$ cat config.mk
export PLATFORM = sky130hd
export DESIGN_NAME = eq_miter_mon
export DESIGN_NICKNAME = d
export VERILOG_FILES = /design/src/rtl/eq_miter_pkg.sv /design/src/rtl/eq_miter_mon_dly.sv /design/src/rtl/eq_miter_mon.sv
export SDC_FILE = /design/constraint.sdc
export NUM_CORES = 1
export LEC_CHECK = 0
export BUFFER_PORTS_ARGS = -buffer_cell sky130_fd_sc_hd__clkbuf_2
export CORE_ASPECT_RATIO = 1.4
export CORE_MARGIN = 3
export CORE_UTILIZATION = 50
export CTS_CLUSTER_SIZE = 14
export DETAILED_ROUTE_END_ITERATION = 7
export PLACE_DENSITY = 0.75
export SYNTH_ARGS = -nofsm -noshare
export SYNTH_HDL_FRONTEND = slang
export SYNTH_SLANG_ARGS = --single-unit
$ cat constraint.sdc
create_clock -name clk -period 2.3 [get_ports clk]
set_input_delay 0 -clock clk [delete_from_list [all_inputs] [get_ports clk]]
set_output_delay 0 -clock clk [all_outputs]
set_load 0.03 [all_outputs]
$ cat src/rtl/eq_miter_pkg.sv
// Shared types and helpers for the eq_miter run-time equivalence monitor.
// Counter widths handled by sat_inc are limited to 32 bits.
package eq_miter_pkg;

  // Monitor FSM states; encoding is visible on the state output.
  typedef enum logic [1:0] {
    ST_IDLE    = 2'd0,
    ST_WARMUP  = 2'd1,
    ST_COMPARE = 2'd2,
    ST_FAIL    = 2'd3
  } miter_state_t;

  localparam int DEF_W      = 1;
  localparam int DEF_DLY_G  = 0;
  localparam int DEF_DLY_R  = 0;
  localparam int DEF_WARMUP = 2;
  localparam int DEF_CNT_W  = 16;

  // Increment that sticks at vmax instead of wrapping.
  function automatic logic [31:0] sat_inc(input logic [31:0] v, input logic [31:0] vmax);
    return (v >= vmax) ? vmax : v + 32'd1;
  endfunction

  function automatic int max_int(input int a, input int b);
    return (a > b) ? a : b;
  endfunction

endpackage

$ cat src/rtl/eq_miter_mon_dly.sv
// miter_dly: N-stage shift register cleared to zero on reset; N=0 is a wire.
// Shifts every cycle so stream alignment never depends on monitor state.
module miter_dly #(
  parameter int W = 1,
  parameter int N = 0
) (
  input  logic         clk,
  input  logic         rst_n,
  input  logic [W-1:0] d,
  output logic [W-1:0] q
);

  generate
    if (N == 0) begin : g_wire
      wire unused_ok = ^{clk, rst_n};
      assign q = d;
    end else begin : g_pipe
      logic [W-1:0] sr [N];

      // Shift the stream one stage per clock; flush to zero on reset.
      always_ff @(posedge clk or negedge rst_n) begin
        if (!rst_n) begin
          for (int i = 0; i < N; i++) sr[i] <= '0;
        end else begin
          sr[0] <= d;
          for (int i = 1; i < N; i++) sr[i] <= sr[i-1];
        end
      end

      assign q = sr[N-1];
    end
  endgenerate

endmodule

$ cat src/rtl/eq_miter_mon.sv
// eq_miter_mon: run-time miter comparing a golden and a revised output stream.
// Streams are aligned by miter_dly, start-up cycles are masked by a warm-up
// countdown, and the compare result is registered.
// Optional build macro: MITER_STOP_ON_FAIL_EN -- when defined the block freezes
// once it enters FAIL; otherwise it keeps comparing and counting in FAIL.
// Handshake: none; en/clr are level controls sampled on every rising edge.
module eq_miter_mon
  import eq_miter_pkg::*;
#(
  parameter int W      = DEF_W,
  parameter int DLY_G  = DEF_DLY_G,
  parameter int DLY_R  = DEF_DLY_R,
  parameter int WARMUP = DEF_WARMUP,
  parameter int CNT_W  = DEF_CNT_W
) (
  input  logic             clk,
  input  logic             rst_n,
  input  logic             en,
  input  logic             clr,
  input  logic [W-1:0]     gold_x,
  input  logic [W-1:0]     rev_x,
  output logic             mismatch,
  output logic             fail,
  output logic [1:0]       state,
  output logic [CNT_W-1:0] mis_cnt,
  output logic [CNT_W-1:0] cyc_cnt,
  output logic [CNT_W-1:0] first_cyc,
  output logic [W-1:0]     first_diff
);

  // Warm-up also covers the longer delay line so reset zeros never get compared.
  localparam int LOAD = WARMUP + max_int(DLY_G, DLY_R);
  localparam int WC_W = (LOAD < 1) ? 1 : $clog2(LOAD + 1);
  localparam logic [WC_W-1:0] LOAD_V  = WC_W'(LOAD);
  localparam logic [31:0]     CNT_MAX = (CNT_W >= 32) ? 32'hFFFF_FFFF
                                                      : ((32'd1 << CNT_W) - 32'd1);

  logic [W-1:0]     ag, ar, diff;
  logic             miscmp;
  logic [CNT_W-1:0] cyc_inc, mis_inc;

  miter_state_t     state_q, state_d;
  logic [WC_W-1:0]  wcnt_q, wcnt_d;
  logic             mismatch_d, fail_d;
  logic [CNT_W-1:0] mis_cnt_d, cyc_cnt_d, first_cyc_d;
  logic [W-1:0]     first_diff_d;

  miter_dly #(.W(W), .N(DLY_G)) u_dly_g (.clk(clk), .rst_n(rst_n), .d(gold_x), .q(ag));
  miter_dly #(.W(W), .N(DLY_R)) u_dly_r (.clk(clk), .rst_n(rst_n), .d(rev_x),  .q(ar));

  assign diff    = ag ^ ar;
  assign miscmp  = |diff;
  assign cyc_inc = CNT_W'(sat_inc(32'(cyc_cnt), CNT_MAX));
  assign mis_inc = CNT_W'(sat_inc(32'(mis_cnt), CNT_MAX));
  assign state   = state_q;

  // Next-state and compare logic; clr overrides every state and discards a
  // same-cycle miscompare.
  always_comb begin
    state_d      = state_q;
    wcnt_d       = wcnt_q;
    mismatch_d   = 1'b0;
    fail_d       = fail;
    mis_cnt_d    = mis_cnt;
    cyc_cnt_d    = cyc_cnt;
    first_cyc_d  = first_cyc;
    first_diff_d = first_diff;
    if (clr) begin
      fail_d       = 1'b0;
      mis_cnt_d    = '0;
      cyc_cnt_d    = '0;
      first_cyc_d  = '0;
      first_diff_d = '0;
      wcnt_d       = LOAD_V;
      state_d      = en ? ST_WARMUP : ST_IDLE;
    end else begin
      case (state_q)
        ST_IDLE: begin
          if (en) begin
            state_d = ST_WARMUP;
            wcnt_d  = LOAD_V;
          end
        end
        ST_WARMUP: begin
          if (!en)                state_d = ST_IDLE;
          else if (wcnt_q == '0)  state_d = ST_COMPARE;
          else                    wcnt_d  = wcnt_q - WC_W'(1);
        end
        ST_COMPARE: begin
          if (!en) begin
            state_d = ST_IDLE;
          end else begin
            cyc_cnt_d = cyc_inc;
            if (miscmp) begin
              mismatch_d   = 1'b1;
              mis_cnt_d    = mis_inc;
              fail_d       = 1'b1;
              first_cyc_d  = cyc_cnt;
              first_diff_d = diff;
              state_d      = ST_FAIL;
            end
          end
        end
        ST_FAIL: begin
`ifndef MITER_STOP_ON_FAIL_EN
          // Keep comparing after the first failure; first_* stay fixed.
          cyc_cnt_d = cyc_inc;
          if (miscmp) begin
            mismatch_d = 1'b1;
            mis_cnt_d  = mis_inc;
          end
`endif
        end
        default: state_d = ST_IDLE;
      endcase
    end
  end

  // State, warm-up counter and all reported statistics.
  always_ff @(posedge clk or negedge rst_n) begin
    if (!rst_n) begin
      state_q    <= ST_IDLE;
      wcnt_q     <= '0;
      mismatch   <= 1'b0;
      fail       <= 1'b0;
      mis_cnt    <= '0;
      cyc_cnt    <= '0;
      first_cyc  <= '0;
      first_diff <= '0;
    end else begin
      state_q    <= state_d;
      wcnt_q     <= wcnt_d;
      mismatch   <= mismatch_d;
      fail       <= fail_d;
      mis_cnt    <= mis_cnt_d;
      cyc_cnt    <= cyc_cnt_d;
      first_cyc  <= first_cyc_d;
      first_diff <= first_diff_d;
    end
  end

endmodule

# Word level (Yosys, flattened, before mapping)
# Cells that the tools add are included.
[totals]
reg_bits = 54
input_bits = 6
out_inout_bits = 53
wordCells = 68
[classes]
n_addsub = 3
magnitude_cmp = 2
eq_ne = 9
muxes = 34
n_bitwise = 1
n_reduce_logical = 12
[op_table]
columns = ["op", "n"]
rows = [
  ["$mux 16", 11],
  ["$pmux 16 s2", 2],
  ["$add 16x1->16 const B", 2],
  ["$ge 16x16->1 const B", 2],
  ["$mux 2", 10],
  ["$ne 3x3->1 const B", 4],
  ["$mux 1", 8],
  ["$ne 4x4->1 const B", 2],
  ["$reduce_and 4->1", 2],
  ["$pmux 2 s3", 1],
  ["$reduce_bool 2->1", 3],
  ["$reduce_bool 3->1", 2],
  ["$eq 2x2->1 const B", 2],
  ["$logic_not 2->1", 2],
  ["$pmux 2 s2", 1],
  ["$reduce_bool 4->1", 1],
  ["$reduce_and 3->1", 1],
  ["$eq 2x1->1 const B", 1],
  ["$pmux 1 s2", 1],
  ["$reduce_and 2->1", 1],
  ["$sub 2x1->2 const B", 1],
  ["$xor 1x1->1", 1],
]

# Logic depth before layout (Yosys ltp)
# Gate-level depths: netlist of run 1.
[depth]
word_depth = 6
depth_mapped = 8
mapped_depth_nobuf = 6

# Cells and area by module
# From an unflattened synthesis of run 1, not the netlist that was laid out.
[hier_totals]
hier_cells = 296
hier_area_um2 = 2882.8
[modules_own_cells]
columns = ["module", "n_inst", "cells_each", "area_each_um2", "seq_area_each_um2"]
rows = [
  ["eq_miter_mon", 1, 294, 2867.8, 1351.3],
  ["miter_dly", 2, 1, 7.5, 0.0],
]

# Least setup slack after synthesis of run 1
# OpenSTA, ideal clock, no wires.
[synth_timing]
path_kind = "flip-flop to flip-flop"
from = "register state_q[0] (netlist: state[0])"
to = "register mis_cnt[2]"
t_arrival_ns = 1.959
setup_slack_ns = 0.210
stages_incl_launch_ff = 9
synth_period_minus_slack_ns = 2.090
cell_sequence = "dfrtp_1 > inv_1 > ha_1 > buf_2 > mux2_2 > nand3_1 > clkbuf_1 > o21ai_0 > o2bb2ai_1"
[synth_via]
elab_chain_cells = 3
word_cells_on_any_way = 7
cone_classes = "eq/ne (3); mux (2); reduce/logical (2)"
[synth_rtl]
columns = ["item", "line", "source"]
rows = [
  ["start, declared", "eq_miter_mon.sv:42", "miter_state_t state_q, state_d;"],
  ["start signal, assigned", "eq_miter_mon.sv:131", "state_q <= state_d;"],
  ["$eq 2x2->1", "eq_miter_mon.sv:77", "case (state_q)"],
  ["$pmux 16 s2, or another cell as far along", "eq_miter_mon.sv:77", ""],
  ["$mux 16 / $reduce_and 2->1 (equally long branches)", "n/a", ""],
  ["end signal, assigned", "eq_miter_mon.sv:135", "mis_cnt <= mis_cnt_d;"],
  ["end, declared", "eq_miter_mon.sv:25", "output logic [CNT_W-1:0] mis_cnt,"],
]
# Several ways; a longest one is shown, not always the timed one.
# A chain may end at the register's enable or synchronous reset.

# Worst setup path in the final report of run 1
[layout_timing]
from = "register state_q[0] (netlist: state[0])"
to = "register mis_cnt[4]"
# The elaborated chain is that of the path after synthesis.

==> reports/results.ini, run 1 <==
[yosys]
synth_edf_count=0
synth_area_leaders=dfrtp_1 (46%), a22o_1 (5.1%), a21oi_1 (3.8%), ha_1 (3.0%), nor3_1 (2.6%)
synth_xor_area_share_pct=0.8602
synth_simple_gate_area_share_pct=19.23
synth_compound_area_share_pct=24.43
syn_area_per_cell_sq_um=10.10
yosys_most_used_dff=dfrtp_1
synth-seq-cells=54
synth_top_cell_by_area=dfrtp_1
synth_cell_type_count=56
ys_warn_count=0
synth_mux_area_share_pct=1.763
syn_area_sq_um=2909
synth_fa_ha_area_share_pct=3.011
synth_seq_area_share_pct=46.45
netlist_top_cells_count=dfrtp_1 (54), a21oi_1 (22), a22o_1 (17), nor2_1 (17), nor3_1 (15)
synth_most_common_cell=dfrtp_1
synth_top_area_share_pct=46.45
syn-instance-count=288
synth-async-reset-ratio_pct=100.0
syn_nets=301
synth_top_family_by_area=compound AO/OA/AOI/OAI gates

[pwr]
powerDensity_nw_per_um2=664.1
switching_share_pct=29.06
clock_power_share_pct=34.0
combPwrFrac_pct=21.0
leakage_nw=1.576
pwr-share-seq_pct=45.0
switching_power_w=0.0006678
p_int_w=0.001631
vdd_drop_max_v=0.0004438

[global_route]
overflow=0
grt_pass1_wl_microns=11980
groute.usage.overall_pct=21.84
grt_start_max_net_pins=55
antenna_found_initial=0
first_global_vias=2479

[worst_setup_path]
critPathLaunchType=register
cp.required_ns=2.53
critical_path.top_delay_family=simple AND/OR/NAND/NOR gates
path_max_fanout=8
cp_slowest_cell=nor3_1
end_kind=register
critPathBufInv=2
worstSetupPathType=register to register
path_cells=inv_1, ha_1, mux2i_1, buf_4, nor3_1, a21oi_1, o2bb2ai_1
cp.arrival_ns=2.33
critPathMaxStageDelay_ns=0.43

[detailed_routing]
drt_wl_total_microns=7126
antenna_left=0
first_iter_violations=186
drc=0
via_count=2590
wl_per_cell_microns=17.05
drt-vias-per-instance=6.196
drtPass1Iterations=7

[clocking]
clk_pin_slew_worst_paths_ns=0.09
cts-buffers-inserted=5
clk_latency_ns=0.31
htreeDepth=2
cts_tree=yes
post_cts_buffers=0
max-clock-path-buffers=2
cts.sinks=54
cts-root-buf=clkbuf_8

[die]
num_io_pins=59
core_area_sq_um=5565
num_rows=32
initial_core_util_pct=52.27
die_width_microns=70.47
dieArea_sq_um=6782
die_h_microns=96.25

[cells_and_area]
drive_above_1_share_pct=26.00
register_area_sq_um=1351
syn_to_final_growth_pct=18.97
stdcell_area_sq_um=3461
multiInputGateArea_sq_um=1434
fill_cells=487
antenna_cells=0
final_net_count=362

[sta]
fmax_mhz=476.3
rsz0062_at_grt=false
finalSetupTns_ns=0
setup_viol=0
clock_skew_ns=0.01064
slew_violations=0
relSlewSlack_pct=53.71
min_period_ns=2.099
worst_pin_slew_ns=0.6943
final_hold_viol_count=0
fin_crit_sh_pct=91.28

[worst_hold_path]
hold_path.class=input port to register

[placed_design]
place_congestion=0.8441
placed_cell_area_sq_um=3308
port_buffers=58
dp_hpwl_microns=4943

[job]
maxCapViolations=0

[run_status]
run_status=complete, no violations

worst register-to-register path, cell delays in order, from the launching register on:
cell,delay (ns)
dfrtp_1,0.42
inv_1,0.11
ha_1,0.32
mux2i_1,0.19
buf_4,0.20
nor3_1,0.44
a21oi_1,0.17
o2bb2ai_1,0.18
flip-flops by register name, indices dropped and copies added (netlist names):
name / cells
mismatch: 1
mis_cnt: 16
state: 2
first_diff: 1
wcnt_q: 2
first_cyc: 16
cyc_cnt: 16
power groups by stage:
stage	sequential, W	clock (W)	combinational, W
global placement	0.00105	0	0.000477
CTS	0.00103	0.000793	0.000486
detailed placement	0.00105	0	0.000480
global route	0.00104	0.000821	0.000538
floorplan	0.00110	0	0.000287
finish	0.00103	0.000781	0.000484
area by class of cell:
| cell class | count | share of cell area, % |
|---|---|---|
| Timing Repair Buffer | 70 | 11.42 |
| Tap cell | 68 | 2.458 |
| Clock buffer | 6 | 2.386 |
| Sequential cell | 54 | 39.05 |
| Multi-Input combinational cell | 204 | 41.43 |
| Clock inverter | 2 | 1.735 |
| Inverter | 14 | 1.518 |
metal layers:
metal | share of wire, % | global-route usage, % | vias up
met5 | 0 | 0 | -
met4 | 1.5 | 7.348 | 0
met3 | 5.2 | 3.866 | 9
met2 | 52 | 39.69 | 79
met1 | 41 | 25.97 | 1265
li1 | - | - | 1237
per-stage QoR:
stage | util [%] | hold WS [ns] | total power, W | setup slack (ns) | std cells
6_report | 62.19 | 0.1168 | 0.002298 | 0.2005 | 418
5_1_grt | 62.19 | 0.1527 | 0.002403 | 0.008125 | 418
4_1_cts | 62.19 | 0.1073 | 0.002313 | 0.2166 | 418
3_5_place_dp | 59.44 | 0.1640 | 0.001533 | 0.2400 | 409
3_3_place_gp | 59.44 | 0.1660 | 0.001527 | 0.3198 | 409
2_1_floorplan | - | -0.2956 | 0.001386 | 0.2097 | 288
final timing paths:
path | from | to | slack, ns | cells after the start
setup reg to reg | state[0] | mis_cnt[4] | 0.20 | 7
min in group asynchronous | rst_n | first_cyc[3] | 0.33 | 3
max in group asynchronous | rst_n | first_cyc[7] | 1.48 | 3
hold reg to reg | first_diff | first_diff | 0.51 | 1
hold / removal | en | state[1] | 0.12 | 3
setup / recovery | state[0] | mis_cnt[4] | 0.20 | 7
placed cells by master (no fill, tap or decap), types with 6 or more instances in the layout:
cell / synthesis / final
nor2_1: 17 / 17
clkbuf_2: 0 / 58
o2bb2ai_1: 8 / 8
ha_1: 7 / 7
nand2_1: 13 / 13
o21ai_0: 6 / 6
nor3_1: 15 / 15
a21oi_1: 22 / 22
clkbuf_8: 0 / 6
dfrtp_1: 54 / 54
nor4_1: 6 / 6
inv_1: 13 / 13
a311oi_1: 6 / 6
a22o_1: 17 / 17
nand3_1: 10 / 10
buf_4: 2 / 10
o21ai_1: 12 / 12
kinds of logic (layout without fill, tap and decap cells):
kind of cell,Yosys count,after routing
fa+ha+maj,7,7
flops,54,54
compound gates,102,102
buf+inv,30,92
mux,5,5
simple gates,88,88
xor+xnor,2,2
repair_timing:
action	CTS	global route
hold buffers	1	0
endpoints found under the hold margin	54	0
resized for setup	0	0
Power figures use the tool's default switching activity.
==> inputs of run 2 (changes only) <==
PLACE_DENSITY = not set   (was 0.75)
PLACE_DENSITY_LB_ADDON = 0.05   (was not set)
==> reports/results.ini, run 2 (synthesis results as in run 1) <==
[sta]
clock_skew_ns=0.01241  ; +0.001774 ns
setup_viol=0  ; unchanged
final_hold_viol_count=0  ; unchanged
fmax_mhz=485.2  ; +1.9%
whs_ns=0.1251  ; +0.008328 ns
worst_pin_slew_ns=0.7221  ; +0.02780 ns
rsz0062_at_grt=false
fin_crit_sh_pct=89.60  ; -1.7 points
finalSetupTns_ns=0  ; unchanged
slew_violations=0  ; unchanged
min_period_ns=2.061  ; -0.03854 ns
relSlewSlack_pct=51.86  ; -1.9 points

[clocking]
cts-buffers-inserted=5  ; unchanged
max-clock-path-buffers=2  ; unchanged
clk_pin_slew_worst_paths_ns=0.11  ; +0.02 ns
cts.sinks=54  ; unchanged
clk_latency_ns=0.32  ; about the same
htreeDepth=2  ; unchanged
cts_tree=yes
cts_resized=0  ; unchanged
cts-root-buf=clkbuf_8

[global_route]
grt.met2_usage_pct=39.53  ; -0.16 points
busiest_layer=met2
first_global_vias=2516  ; +1.5%
groute.usage.overall_pct=21.69  ; -0.15 points
met3_usage_pct=3.030  ; -0.84 points
grt_pass1_wl_microns=11910  ; -0.58%
antenna_found_initial=0  ; unchanged
overflow=0  ; unchanged
globalRouteMet1Util_pct=26.36  ; +0.39 points
grt_start_max_net_pins=28  ; -49%

[detailed_routing]
drt_wl_total_microns=7133  ; about the same
wl_per_cell_microns=16.98  ; -0.38%
drt-vias-per-instance=6.193  ; about the same
drc=0  ; unchanged
drtPass1Iterations=4  ; -3
via_count=2601  ; +0.42%
antenna_left=0  ; unchanged
first_iter_violations=214  ; +15%

[cells_and_area]
final_net_count=364  ; +0.55%
antenna_cells=0  ; unchanged
fill_cells=504  ; +3.5%
final_util_pct=61.44  ; -0.74 points
final_cell_mix=clkbuf_2 (58), dfrtp_1 (54), a21oi_1 (22)
biggestRegsByFlops=cyc_cnt: 16 flops, first_cyc: 16 flops, mis_cnt: 16 flops
drive_above_1_share_pct=26.42  ; +0.42 points
layout_commonest_cell=clkbuf_2
stdcell_area_sq_um=3420  ; -1.2%
multiInputGateArea_sq_um=1434  ; unchanged
syn_to_final_growth_pct=17.55
register_area_sq_um=1351  ; unchanged

[worst_setup_path]
end_kind=register
path_max_fanout=8  ; unchanged
cp.arrival_ns=2.29  ; -0.04 ns
worstSetupPathType=register to register
cp.required_ns=2.53  ; about the same
critPathLaunchType=register

[placed_design]
port_buffers=58  ; unchanged
placed_cell_area_sq_um=3311  ; about the same
dp_hpwl_microns=5083  ; +2.8%
place_congestion=0.8257  ; -2.2%

[die]
num_io_pins=59  ; unchanged
core_area_sq_um=5565  ; unchanged
num_rows=32  ; unchanged
die_width_microns=70.47  ; unchanged
initial_core_util_pct=52.27  ; unchanged
dieArea_sq_um=6782  ; unchanged
die_h_microns=96.25  ; unchanged

[pwr]
leakage_nw=1.557  ; -1.2%
combPwrFrac_pct=23.2  ; +2.2 points
powerDensity_nw_per_um2=616.3  ; -7.2%
pwr-share-seq_pct=49.1  ; +4.1 points
switching_power_w=0.0006905  ; +3.4%
p_int_w=0.001417  ; -13%
switching_share_pct=32.76  ; +3.7 points
vdd_drop_max_v=0.0006082  ; +37%
clock_power_share_pct=27.6  ; -6.4 points

[worst_hold_path]
hold_path.class=input port to register

[run_status]
run_status=complete, no violations

[job]
maxCapViolations=0  ; unchanged

-- run 2: final timing paths --
| check | startpoint | endpoint | slack [ns] | cells past startpoint |
|---|---|---|---|---|
| max | state[0] | cyc_cnt[14] | 0.24 | 6 |
| min | clr | mis_cnt[14] | 0.13 | 4 |
| max reg2reg | state[0] | cyc_cnt[14] | 0.24 | 6 |
| min reg2reg | first_cyc[8] | first_cyc[8] | 0.51 | 1 |
| max in group asynchronous | rst_n | first_cyc[12] | 1.35 | 3 |
| min in group asynchronous | rst_n | first_cyc[4] | 0.25 | 2 |
-- run 2: power groups by stage --
stage | Clock (W) | Sequential (W) | Combinational (W)
2_1_floorplan | 0 | 0.00110 | 0.000287
3_3_place_gp | 0 | 0.00105 | 0.000484
3_5_place_dp | 0 | 0.00105 | 0.000489
4_1_cts | 0.000599 | 0.00104 | 0.000492
5_1_grt | 0.000628 | 0.00104 | 0.000548
6_report | 0.000582 | 0.00104 | 0.000490
-- run 2: per-layer routing --
layer,share of wire (%),vias up,wire [microns]
li1,-,1241,-
met1,41,1293,2903
met2,55,63,3893
met3,3.8,4,270
met4,0.91,0,65
met5,0,-,0
-- run 2: critical path, stage by stage (launching register included) --
cell and delay (ns):
dfrtp_1 0.43, inv_1 0.12, ha_1 0.33, mux2i_1 0.20, nor2_1 0.47, a41oi_1 0.18, a311oi_1 0.25
-- run 2: through the flow --
stage,total power [W],instances,worst slack (ns)
6_report,0.002108,420,0.2391
2_1_floorplan,0.001386,288,0.2097
3_3_place_gp,0.001534,411,0.3148
3_5_place_dp,0.001542,411,0.2601
4_1_cts,0.002127,420,0.2441
5_1_grt,0.002219,420,0.06190
-- run 2: cell type report --
| class | instances | area share (%) |
|---|---|---|
| multi-input cells | 204 | 41.93 |
| flip-flops and latches | 54 | 39.52 |
| repair buffers | 72 | 11.64 |
| well taps | 68 | 2.488 |
| clock buffers | 6 | 2.415 |
| inverters | 14 | 1.537 |
| clock inverters | 2 | 0.4757 |
-- run 2: repair_timing --
item	CTS	global route
setup buffers	0	0
endpoints found under the hold margin	25	0
hold buffers	1	0
